[src/rtl/int_sync_gateway_arbiter.sv]
// Interrupt gateway with per-source IDLE/PENDING/INSERVICE tracking and a locked round-robin claim arbiter.
// Optional macro INT_GW_SYNC_EN adds a 2-flop input synchroniser per source.
module int_sync_gateway_arbiter #(
   parameter int N_SRC = 4
) (
   input  logic                                  clock,
   input  logic                                  reset,
   input  logic [N_SRC-1:0]                      auto_in,
   input  logic [N_SRC-1:0]                      int_enable,
   output logic                                  auto_out_sync_0,
   output logic                                  claim_valid,
   input  logic                                  claim_ready,
   output logic [((N_SRC>1)?$clog2(N_SRC):1)-1:0] claim_id,
   input  logic                                  complete_valid,
   input  logic [((N_SRC>1)?$clog2(N_SRC):1)-1:0] complete_id,
   output logic [N_SRC-1:0]                      pending,
   output logic [N_SRC-1:0]                      in_service
);

   localparam int ID_W = (N_SRC > 1) ? $clog2(N_SRC) : 1;

   typedef enum logic [1:0] {
      S_IDLE      = 2'd0,
      S_PENDING   = 2'd1,
      S_INSERVICE = 2'd2
   } src_state_t;

   src_state_t        state_q [N_SRC];
   src_state_t        state_d [N_SRC];
   logic [N_SRC-1:0]  in_q;
   logic [N_SRC-1:0]  elig;
   logic [ID_W-1:0]   rr_ptr;
   logic              lock_valid;
   logic [ID_W-1:0]   lock_id;
   logic              lock_hit;
   logic              hi_found;
   logic              lo_found;
   logic [ID_W-1:0]   hi_sel;
   logic [ID_W-1:0]   lo_sel;
   logic [ID_W-1:0]   sel;
   logic              handshake;

`ifdef INT_GW_SYNC_EN
   logic [N_SRC-1:0] sync_a;
   logic [N_SRC-1:0] sync_b;

   always_ff @(posedge clock) begin
      if (!reset) begin
         sync_a <= '0;
         sync_b <= '0;
      end else begin
         sync_a <= auto_in;
         sync_b <= sync_a;
      end
   end

   assign in_q = sync_b;
`else
   assign in_q = auto_in;
`endif

   always_comb begin
      pending    = '0;
      in_service = '0;
      for (int unsigned i = 0; i < N_SRC; i++) begin
         pending[i]    = (state_q[i] == S_PENDING);
         in_service[i] = (state_q[i] == S_INSERVICE);
      end
   end

   assign elig = pending & int_enable;

   // Round-robin as two passes: first eligible index at/above rr_ptr, else lowest eligible (wrap).
   always_comb begin
      hi_found = 1'b0;
      lo_found = 1'b0;
      hi_sel   = '0;
      lo_sel   = '0;
      lock_hit = 1'b0;
      for (int unsigned i = 0; i < N_SRC; i++) begin
         if (!hi_found && elig[i] && (ID_W'(i) >= rr_ptr)) begin
            hi_found = 1'b1;
            hi_sel   = ID_W'(i);
         end
         if (!lo_found && elig[i]) begin
            lo_found = 1'b1;
            lo_sel   = ID_W'(i);
         end
         if (lock_valid && (ID_W'(i) == lock_id) && elig[i]) begin
            lock_hit = 1'b1;
         end
      end
      if (lock_hit) begin
         sel = lock_id;
      end else if (hi_found) begin
         sel = hi_sel;
      end else begin
         sel = lo_sel;
      end
   end

   assign claim_valid     = |elig;
   assign auto_out_sync_0 = |elig;
   assign claim_id        = claim_valid ? sel : '0;
   assign handshake       = claim_valid & claim_ready;

   // Completes only match indices below N_SRC, so out-of-range ids fall through untouched.
   always_comb begin
      for (int unsigned i = 0; i < N_SRC; i++) begin
         state_d[i] = state_q[i];
         case (state_q[i])
            S_IDLE: begin
               if (in_q[i] && int_enable[i]) begin
                  state_d[i] = S_PENDING;
               end
            end
            S_PENDING: begin
               if (handshake && (sel == ID_W'(i))) begin
                  state_d[i] = S_INSERVICE;
               end
            end
            S_INSERVICE: begin
               if (complete_valid && (complete_id == ID_W'(i))) begin
                  state_d[i] = S_IDLE;
               end
            end
            default: state_d[i] = S_IDLE;
         endcase
      end
   end

   always_ff @(posedge clock) begin
      if (!reset) begin
         for (int unsigned i = 0; i < N_SRC; i++) begin
            state_q[i] <= S_IDLE;
         end
         rr_ptr     <= '0;
         lock_valid <= 1'b0;
         lock_id    <= '0;
      end else begin
         for (int unsigned i = 0; i < N_SRC; i++) begin
            state_q[i] <= state_d[i];
         end
         if (handshake) begin
            rr_ptr     <= (sel == ID_W'(N_SRC - 1)) ? '0 : sel + 1'b1;
            lock_valid <= 1'b0;
         end else begin
            // Re-registering the current pick each cycle also re-locks after a masked release.
            lock_valid <= claim_valid;
            lock_id    <= sel;
         end
      end
   end

endmodule
[config.mk]
export PLATFORM = sky130hd
export DESIGN_NAME = int_sync_gateway_arbiter
export DESIGN_NICKNAME = d
export VERILOG_FILES = /design/src/rtl/int_sync_gateway_arbiter.sv
export SDC_FILE = /design/constraint.sdc
export NUM_CORES = 1
export LEC_CHECK = 0
export BUFFER_PORTS_ARGS = -buffer_cell sky130_fd_sc_hd__buf_2
export CAP_MARGIN = 20
export CORE_MARGIN = 1.5
export CORE_UTILIZATION = 55
export CTS_BUF_LIST = sky130_fd_sc_hd__clkbuf_8 sky130_fd_sc_hd__clkbuf_16
export DETAILED_ROUTE_END_ITERATION = 6
export GPL_TIMING_DRIVEN = 0
export PLACE_DENSITY = 0.83
export SLEW_MARGIN = 25
export SYNTH_ARGS = -nofsm -noshare
export SYNTH_HDL_FRONTEND = slang
export SYNTH_SLANG_ARGS = --single-unit
export TNS_END_PERCENT = 30
[constraint.sdc]
create_clock -name clock -period 3.8 [get_ports clock]
set_input_delay 0.19 -clock clock [delete_from_list [all_inputs] [get_ports clock]]
set_output_delay 0.19 -clock clock [all_outputs]
set_load 0.01 [all_outputs]
==> impl_results.md, run 1 <==
* Syn Inst Count at 112
* DRT iter0 DRCs at 24
* Pint at 0.000255 W
* CP Launch Type: flip-flop
* Critical path depth at 9
* Clock Skew at 2.43 ps
* Yosys cell types at 42
* # hold bufs at CTS at 0
* DR DRC count at 0
* Post-CTS Setup Repair Bufs at 0
* Critical path class: reg2reg
* Largest cells by area after synthesis: dfxtp_1 (27%), nor2b_1 (4.6%), nand2_1 (4.3%), a21boi_0 (3.9%), ha_1 (3.9%)
* Filler Cell Count at 136
* Initial Util at 0.610
* Crit path cell chain: nand4bb_1, a21oi_4, o21ai_2, a211oi_4, inv_2, ha_1, a21oi_1, a31oi_1, nor3b_1
* Setup violators final at 0
* Post-Syn Nets at 129
* Final nets at 159
* Die width at 44.8 um
* P_sw at 0.000112 W
* Total GRT Usage at 0.248
* Area of the multi-input gates at 643 um^2
* Vias at 938
* Final Max Tran Viols at 0
* Std cell rows at 14
* Syn avg cell area at 8.58 um^2
* Main flop type after synthesis: dfxtp_1
* Fmax at 483 MHz
* # diodes at 0
* Max incr delay on CP at 470 ps
* Max FO, Critical Path at 8
* Max Cap Viol at 0
* Yosys top cell by area: dfxtp_1
* Synthesized area at 961 um^2
* First-pass GRT wire length at 3550 um
* IR drop worst, VDD at 0.258 mV
* Critical Path RT at 3970 ps
* Total Neg Setup Slack at 0 ps
* DP HPWL at 1750 um
* Hold Fails Final Rpt at 0
* Pin slew with the least headroom to its limit at 382 ps
* Vias per cell at 5.97
* Top cell type's share of synthesized area at 0.271
* Delay-heaviest family, CP: compound AO/OA/AOI/OAI gates
* Combinational power share at 0.242
* Synth Warn # at 0
* CTS H-tree lvls at 1
* Die ar. at 0.00201 mm^2
* CTS Root Cell: clkbuf_8
* FF+latch count, synth at 13
* Top-count cell post-synth: dfxtp_1
* Routed length per instance at 14.2 um
* Area grow syn2layout at 19.8%
* Reg power frac at 0.424
* Post-layout min period at 2070 ps
* Post-synth top cells: dfxtp_1 (13), nand2_1 (11), inv_1 (8)
* Async SR Flop Fraction at 0
* Worst-Skew Late Latency at 250 ps
* CTS buffer count at 3
* Static leakage at 0.508 nW
* Slew headroom at 0.746
* Max Root-Sink Buffers at 2
* Post-route ant nets at 0
* Layout cell share with drive strength beyond 1 at 0.319
* Dpl cells at 153
* Total gr overflow at 0
* Total power at 0.000368 W
* CTS tree: built
* Post-synth EDFFs at 0
* Resized cells post-CTS at 0
* Detailed-router iteration count before antenna repair at 4
* Clock sink total at 13
* Layout Cells excl Fill at 157
* Pwr dens at 319 mW/mm^2
* Setup crit end kind: flip-flop
* Core Area at 0.00158 mm^2
* Initial antenna violation count at 0
* Seq. cell area at 260 um^2
* Gp weighted congestion at 0.903
* Worst path buffer plus inverter count at 1
* Routed WL at 2220 um
* Sw Share at 0.306
* Sequential area share after synthesis at 0.271
* Reg2reg path depth at 9
* Status: completed
* Die Y at 44.8 um
* Critical path arrival at 2240 ps
* Pin count of the biggest net entering global routing at 11
* CP max-delay cell: dfxtp_1
* Num ports at 26
* Hold Crit Depth at 2
* Crit share post-route at 0.545
* Vias in the first global route at 830
* RSZ-0062 raised after global routing: no
* Number of port buffers at 25
* Hold Path Class: in2reg
* Clk slew on worst S/H paths at 60 ps
* Clock group share of total power at 0.334
-- cells in the final DEF, fill, tap and decap left out, drive strengths merged, types with 2 or more instances in the layout --
cell / count
buf: 28
dfxtp: 13
nand2: 11
inv: 10
a21oi: 8
nand3: 7
nor2b: 7
o21ai: 6
nor2: 5
a21boi: 5
clkbuf: 4
nand3b: 4
nor3b: 3
ha: 3
a31oi: 3
nand4b: 2
nand2b: 2
o211ai: 2
and3b: 2
nand4bb: 2
o31ai: 2
-- cells by family (layout without fill, tap and decap cells) --
| logic type | after synthesis | after routing | share of synthesized area |
|---|---|---|---|
| flip-flops | 13 | 13 | 0.271 |
| adder cells (fa/ha/maj) | 3 | 3 | 0.0391 |
| AO/OA/AOI/OAI | 31 | 31 | 0.284 |
| AND/OR/NAND/NOR | 51 | 51 | 0.336 |
| multiplexers | 1 | 1 | 0.0104 |
| buffers and inverters | 13 | 42 | 0.0599 |
-- per-layer routing --
layer / routed length (um) / track usage / vias to the layer above
met5: 0 / 0 / -
met4: 38 / 0.118 / 0
met3: 136 / 0.0600 / 5
met2: 1080 / 0.420 / 28
met1: 974 / 0.293 / 437
li1: - / - / 468
-- final cells by class --
cell class / instances / area share
flip-flops and latches: 13 / 0.226
multi-input cells: 86 / 0.559
plain buffers: 4 / 0.0207
clock buffers: 3 / 0.0359
well taps: 16 / 0.0174
inverters: 9 / 0.0293
repair buffers: 25 / 0.109
clock inverters: 1 / 0.00326
-- power by group through the flow --
| stage | logic, W | registers (W) | clock network, W |
|---|---|---|---|
| 4_1_cts | 0.0000887 | 0.000156 | 0.000123 |
| 2_1_floorplan | 0.0000614 | 0.000155 | 0 |
| 3_5_place_dp | 0.0000882 | 0.000159 | 0 |
| 6_report | 0.0000889 | 0.000156 | 0.000123 |
| 5_1_grt | 0.0000972 | 0.000157 | 0.000132 |
| 3_3_place_gp | 0.0000864 | 0.000158 | 0 |
-- state kept, by name, indices dropped and copies added (netlist names) --
name	count
rr_ptr	2
state_q	8
lock_id	2
lock_valid	1
-- worst reg2reg max path: stages (launching register included) --
cell	delay, ps
dfxtp_1	470
nand4bb_1	210
a21oi_4	210
o21ai_2	100
a211oi_4	390
inv_2	80
ha_1	210
a21oi_1	120
a31oi_1	50
nor3b_1	160
-- metrics by stage --
stage / hold slack, ps / area (um^2) / worst slack, ps / util
after global placement: 438 / 1110 / 1780 / 0.702
after CTS: 231 / 1150 / 1730 / 0.730
final: 232 / 1150 / 1730 / 0.730
after floorplan: 341 / 961 / 1940 / -
after global routing: 239 / 1150 / 1580 / 0.730
after detailed placement: 454 / 1110 / 1740 / 0.702
-- final timing paths --
check	slack [ps]	startpoint	to
worst max-delay path	1730	state_q[0][0]$_SDFFE_PN0P_	state_q[2][0]$_SDFFE_PN0P_
worst min-delay path	230	reset	lock_valid$_SDFF_PP0_
worst min register to register	470	state_q[2][1]$_SDFFE_PN0P_	state_q[2][0]$_SDFFE_PN0P_
worst max register to register	1730	state_q[0][0]$_SDFFE_PN0P_	state_q[2][0]$_SDFFE_PN0P_
No activity file was read; power rests on OpenSTA's default activity.
==> run 2: changes to the inputs <==
Settings changed: ABC_AREA from default to 1, CORE_ASPECT_RATIO from default to 1.5, CORE_UTILIZATION 55 to 45, PLACE_DENSITY 0.83 to 0.74.
Clock period 3.8 ns to 1.9 ns, I/O delays scaled along.
==> impl_results.md, run 2 <==
* Status: completed
* Hold Path Class: in2reg
* P_sw at 0.000246 W (+120%)
* Combinational power share at 0.281 (+0.039)
* Post-synth top cells: nand2_1 (24), inv_1 (17), nand3_1 (14)
* Sw Share at 0.321 (+0.0150)
* CTS tree: built
* CP dominant cell by count: nand3_1
* Die ar. at 0.00223 mm^2 (+11%)
* Sequential area share after synthesis at 0.296 (+0.0250)
* Syn Inst Count at 131 (+17%)
* Syn avg cell area at 6.71 um^2 (-22%)
* Total GRT Usage at 0.212 (-0.0358)
* FF+latch count, synth at 13 (unchanged)
* Filler Cell Count at 166 (+22%)
* CTS H-tree lvls at 1 (unchanged)
* Top cell type's share of synthesized area at 0.296 (+0.0250)
* Routed WL at 2060 um (-7.3%)
* Hold Fails Final Rpt at 0 (unchanged)
* Max incr delay on CP at 450 ps (-20 ps)
* Slew headroom at 0.798 (+0.0521)
* Max FO, Critical Path at 7 (-1)
* IR drop worst, VDD at 0.526 mV (+100%)
* Gr busiest metal: met2
* Total Neg Setup Slack at 0 ps (unchanged)
* Final nets at 181 (+14%)
* Pwr dens at 686 mW/mm^2 (+110%)
* Gp weighted congestion at 0.819 (-9.3%)
* Clock Skew at 1.20 ps (-1.24 ps)
* Worst R2R Start: lock_id[0]$_SDFFE_PN0N_
* Worst setup margin at 159 ps (-1570 ps)
* Post-layout min period at 1740 ps (-331 ps)
* Die Y at 57.1 um (+28%)
* Largest cells by area after synthesis: dfxtp_1 (30%), nand2_1 (10%), nand3_1 (8.0%), inv_1 (7.3%), a21oi_1 (6.3%)
* Critical Path RT at 2030 ps (-1940 ps)
* Vias in the first global route at 846 (+1.9%)
* Post-synth EDFFs at 0 (unchanged)
* CTS buffer count at 3 (unchanged)
* Number of port buffers at 25 (unchanged)
* Top-count cell post-synth: nand2_1
* CP max-delay cell: dfxtp_1
* Worst Setup SP: lock_id[0]$_SDFFE_PN0N_
* Yosys cell types at 22 (-48%)
* Worst R2R End: rr_ptr[1]$_SDFFE_PN0P_
* Critical path arrival at 1870 ps (-370 ps)
* Pin count of the biggest net entering global routing at 11 (unchanged)
* First-pass GRT wire length at 3370 um (-5.0%)
* Largest register FFs at 8 (unchanged)
* Most common cell after layout, fill and taps aside: buf_2
* Setup crit end kind: flip-flop
* Max Cap Viol at 0 (unchanged)
* CTS Root Cell: clkbuf_8
* Synth Warn # at 0 (unchanged)
* Setup violators final at 0 (unchanged)
* Clk slew on worst S/H paths at 50 ps (about the same)
* Clock sink total at 13 (unchanged)
* Pin slew with the least headroom to its limit at 302 ps (-80.0 ps)
* # diodes at 0 (unchanged)
* Clock group share of total power at 0.315 (-0.019)
* CP Launch Type: flip-flop
* Total gr overflow at 0 (unchanged)
* Area grow syn2layout at 27.2%
* Std cell rows at 19 (+5)
* Reg2reg path depth at 10 (+1)
* Final Core Density at 0.611 (-0.119)
* Post-Syn Nets at 148 (+15%)
* Regs by FF count: state_q: 8 flops, lock_id: 2 flops, rr_ptr: 2 flops
* Fmax at 575 MHz (+19%)
* Pint at 0.000521 W (+100%)
* Critical path class: reg2reg
* Main flop type after synthesis: dfxtp_1
* Reg power frac at 0.405 (-0.019)
* Synthesized area at 880 um^2 (-8.5%)
* Detailed-router iteration count before antenna repair at 4 (unchanged)
* Vias per cell at 5.21 (-13%)
* Global Route met2 Usage at 0.352 (-0.0679)
* DP HPWL at 1640 um (-6.1%)
* Static leakage at 0.569 nW (+12%)
* Delay-heaviest family, CP: simple AND/OR/NAND/NOR gates
* Layout cell share with drive strength beyond 1 at 0.350 (+0.0305)
* Post-route ant nets at 0 (unchanged)
* DRT iter0 DRCs at 23 (-4.2%)
* Crit path cell chain: inv_1, nand3_1, nand3_1, nand3_1, nand2_1, nand2_2, inv_2, ha_1, o21ai_0, a21oi_1
* Final Max Tran Viols at 0 (unchanged)
* Worst-Skew Late Latency at 240 ps (about the same)
* Hold Crit Depth at 2 (unchanged)
* DR DRC count at 0 (unchanged)
* Top reg by flops: state_q
* Setup slack at placement at 145 ps (-1600 ps)
* Commonest non-fill, non-tap cells in the layout: buf_2 (25), nand2_1 (24), inv_1 (18)
* Async SR Flop Fraction at 0 (unchanged)
* Initial antenna violation count at 0 (unchanged)
* Die width at 39.1 um (-13%)
* Vias at 958 (+2.1%)
* HP Start: claim_ready
* GR Layer Usage met1 at 0.242 (-0.0508)
* Crit share post-route at 0.916 (+0.371)
* Hold Path End: lock_valid$_SDFF_PP0_
* Initial Util at 0.481 (-0.129)
* R2R setup slack at 160 ps (-1570 ps)
* Worst path buffer plus inverter count at 2 (+1)
* Yosys top cell by area: dfxtp_1
* Global routing usage on met3 at 0.0311 (-0.0289)
* Max Root-Sink Buffers at 2 (unchanged)
* Core Area at 0.00183 mm^2 (+16%)
* Num ports at 26 (unchanged)
* Routed length per instance at 11.2 um (-21%)
-- run 2: cell count changes after synthesis, sizes merged, moves of 4 or more --
| cell | delta |
|---|---|
| nand4 | +5 |
| a21boi | -5 |
| nand2 | +17 |
| nor2 | +9 |
| nor2b | -7 |
| inv | +14 |
| nand3b | -4 |
| a21oi | +4 |
| nand3 | +11 |
-- run 2: power by group through the flow --
stage	Clock [W]	Sequential [W]	Combinational (W)
final	0.000241	0.000310	0.000215
after floorplan	0	0.000310	0.000137
after global routing	0.000259	0.000313	0.000243
after CTS	0.000249	0.000308	0.000199
after global placement	0	0.000313	0.000194
after detailed placement	0	0.000314	0.000198
-- run 2: layout make-up --
class	instances	area (um^2)	area share
multi-input cells	92	532	0.475
flip-flops and latches	13	263	0.235
repair buffers	28	148	0.132
inverters	24	90.1	0.0805
clock buffers	3	41.3	0.0369
well taps	21	26.3	0.0235
plain buffers	2	15.0	0.0134
clock inverters	1	3.75	0.00336
-- run 2: kinds of logic (layout without fill, tap and decap cells) --
kind of cell    count (synthesis)  count (layout)  synth area share
flops                          13              13             0.296
simple gates                   67              67             0.398
compound gates                 22              22             0.144
fa+ha+maj                       3               3            0.0427
buf+inv                        26              58             0.119
-- run 2: stage by stage --
stage / instances / hold WS [ps] / area, um^2 / total power (W)
after floorplan: 131 / 174 / 880 / 0.000447
after detailed placement: 177 / 326 / 1030 / 0.000511
after global placement: 177 / 324 / 1030 / 0.000507
after CTS: 181 / 65.9 / 1080 / 0.000756
final: 184 / 65.0 / 1120 / 0.000767
after global routing: 184 / 64.4 / 1120 / 0.000815
-- run 2: worst max-delay path by stage --
stage	end	cells past startpoint
2_1_floorplan	rr_ptr[1]$_SDFFE_PN0P_	12
3_3_place_gp	rr_ptr[1]$_SDFFE_PN0P_	11
3_5_place_dp	rr_ptr[1]$_SDFFE_PN0P_	12
4_1_cts	rr_ptr[1]$_SDFFE_PN0P_	12
5_1_grt	rr_ptr[1]$_SDFFE_PN0P_	12
6_report	rr_ptr[1]$_SDFFE_PN0P_	10
-- run 2: timing repair --
item                       CTS  global route
setup buffers                0             3
resized for setup            0             7
setup endpoints to repair    0             3
hold buffers                 0             0
hold endpoints to repair     0             0
-- run 2: metal layers --
layer  wire length (um)  vias to the layer above
met1                872                      435
met5                  0                        -
met3                 64                        7
li1                   -                      496
met4                 60                        0
met2               1060                       20
==> run 3: changes to the inputs <==
Settings changed: RECOVER_POWER from default to 100.
==> impl_results.md, run 3 (same netlist as run 2, synthesis figures left out) <==
* Final Max Tran Viols at 0 (unchanged)
* WHS at 65.6 ps (+0.563 ps)
* DR WL met3 at 69 um (+7.8%)
* Routed length per instance at 11.2 um (+0.19%)
* CP Launch Type: flip-flop
* Status: completed
* Hold Path Class: in2reg
* # diodes at 0 (unchanged)
* Static leakage at 0.545 nW (-4.2%)
* CTS buffer count at 3 (unchanged)
* Pwr dens at 688 mW/mm^2 (+0.38%)
* Commonest non-fill, non-tap cells in the layout: nand2_1 (24), inv_1 (19), buf_2 (19)
* Slew headroom at 0.801 (+0.00337)
* First-pass GRT wire length at 3370 um (unchanged)
* Crit path cell chain: inv_1, nand3_1, nand3_1, nand3_1, nand2_1, nand2_2, inv_2, ha_1, o21ai_0, a21oi_1
* Top reg by flops: state_q
* CTS Root Cell: clkbuf_8
* Final nets at 181 (unchanged)
* Critical path class: reg2reg
* Layout cell share with drive strength beyond 1 at 0.301 (-0.0491)
* Max incr delay on CP at 450 ps (about the same)
* Post-route ant nets at 0 (unchanged)
* Clock sink total at 13 (unchanged)
* Area grow syn2layout at 26.0%
* Critical Path RT at 2030 ps (about the same)
* Hold Fails Final Rpt at 0 (unchanged)
* DRT iter0 DRCs at 17 (-26%)
* Setup violators final at 0 (unchanged)
* Die width at 39.1 um (unchanged)
* Detailed-router iteration count before antenna repair at 4 (unchanged)
* IR drop worst, VDD at 0.522 mV (-0.82%)
* Largest register FFs at 8 (unchanged)
* Routed WL at 2060 um (+0.19%)
* Vias at 955 (-0.31%)
* Max Cap Viol at 0 (unchanged)
* Most common cell after layout, fill and taps aside: nand2_1
* Met2 WL post-DR at 1080 um (+1.3%)
* Critical path arrival at 1880 ps (about the same)
* Worst-Skew Late Latency at 240 ps (about the same)
* Setup crit end kind: flip-flop
* Vias per cell at 5.19 (-0.31%)
* Max FO, Critical Path at 7 (unchanged)
* Total gr overflow at 0 (unchanged)
* Post-layout min period at 1750 ps (+4.90 ps)
* DP HPWL at 1640 um (unchanged)
* Die Y at 57.1 um (unchanged)
* Metal-1 WL at 858 um (-1.6%)
* Pin slew with the least headroom to its limit at 297 ps (-5.03 ps)
* Core Area at 0.00183 mm^2 (unchanged)
* CTS tree: built
* Initial antenna violation count at 0 (unchanged)
* CTS H-tree lvls at 1 (unchanged)
* Final Core Density at 0.606 (-0.00547)
* CP max-delay cell: dfxtp_1
* Total power at 0.000763 W (-0.52%)
* Top Layer Used: met4
* Max Root-Sink Buffers at 2 (unchanged)
* Initial Util at 0.481 (unchanged)
* Number of port buffers at 25 (unchanged)
* Std cell rows at 19 (unchanged)
* Vias in the first global route at 846 (unchanged)
* Die ar. at 0.00223 mm^2 (unchanged)
* Pin count of the biggest net entering global routing at 11 (unchanged)
* Crit share post-route at 0.919 (+0.00258)
* Fmax at 573 MHz (-0.28%)
* CP dominant cell by count: nand3_1
* Clk slew on worst S/H paths at 50 ps (about the same)
* Total GRT Usage at 0.212 (unchanged)
* Clock Skew at 1.91 ps (+0.714 ps)
* Regs by FF count: state_q: 8 flops, lock_id: 2 flops, rr_ptr: 2 flops
* Gp weighted congestion at 0.819 (unchanged)
* DR DRC count at 0 (unchanged)
* Num ports at 26 (unchanged)
## run 3: changes by cell type in the layout (fill, tap and decap cells not counted)
| cell | delta |
|---|---|
| buf_2 | -6 |
| clkbuf_1 | +6 |
| inv_1 | +1 |
| inv_2 | -1 |
| nor2_1 | +1 |
| nor2_2 | -1 |
| o21ai_0 | +1 |
| o21ai_1 | -1 |
## run 3: what timing repair did
action                                  CTS  global route
hold endpoints to repair                  0             0
gates resized for setup                   0             7
setup buffers                             0             3
hold buffers                              0             0
endpoints found under the setup margin    0             3
## run 3: metal layers
layer | vias up | global-route usage
met2 | 27 | 0.352
li1 | 493 | -
met4 | 0 | 0.128
met3 | 7 | 0.0311
met1 | 428 | 0.242
met5 | - | 0
## run 3: worst paths after layout
path / cells after the start / slack [ps] / end / start
worst min register to register: 2 / 500 / rr_ptr[1]$_SDFFE_PN0P_ / rr_ptr[1]$_SDFFE_PN0P_
worst max-delay path: 10 / 150 / rr_ptr[1]$_SDFFE_PN0P_ / lock_id[0]$_SDFFE_PN0N_
worst max register to register: 10 / 150 / rr_ptr[1]$_SDFFE_PN0P_ / lock_id[0]$_SDFFE_PN0N_
worst min-delay path: 2 / 70 / lock_valid$_SDFF_PP0_ / claim_ready
## run 3: critical path: cells and delay by family (launching register included)
family	cells	cell delay [ps]
buffers and inverters	2	190
and+or+nand+nor	5	490
AOI/OAI and AO/OA	2	220
adders and majority gates	1	290
DFF	1	450
## run 3: area by class of cell
cell class | count | area [um^2]
plain buffers | 2 | 15.0
repair buffers | 28 | 140
flip-flops and latches | 13 | 263
inverters | 24 | 90.1
clock buffers | 3 | 41.3
fillers | 170 | 722
clock inverters | 1 | 3.75
multi-input cells | 92 | 529
well taps | 21 | 26.3
## run 3: report_power, final
part	switching (W)	internal, W	total (W)	leakage (nW)
clock network	0.0000980	0.000143	0.000241	0.0269
logic	0.000127	0.0000852	0.000212	0.411
registers	0.0000191	0.000291	0.000310	0.107
total	0.000244	0.000519	0.000763	0.545
## run 3: metrics by stage
| stage | cell area, um^2 | worst slack (ps) | instances | setup TNS (ps) |
|---|---|---|---|---|
| 6_report | 1110 | 155 | 184 | 0 |
| 5_1_grt | 1110 | -20.7 | 184 | -20.7 |
| 4_1_cts | 1080 | 131 | 181 | 0 |
| 3_5_place_dp | 1030 | 145 | 177 | 0 |
| 3_3_place_gp | 1030 | 159 | 177 | 0 |
| 2_1_floorplan | 880 | 294 | 131 | 0 |
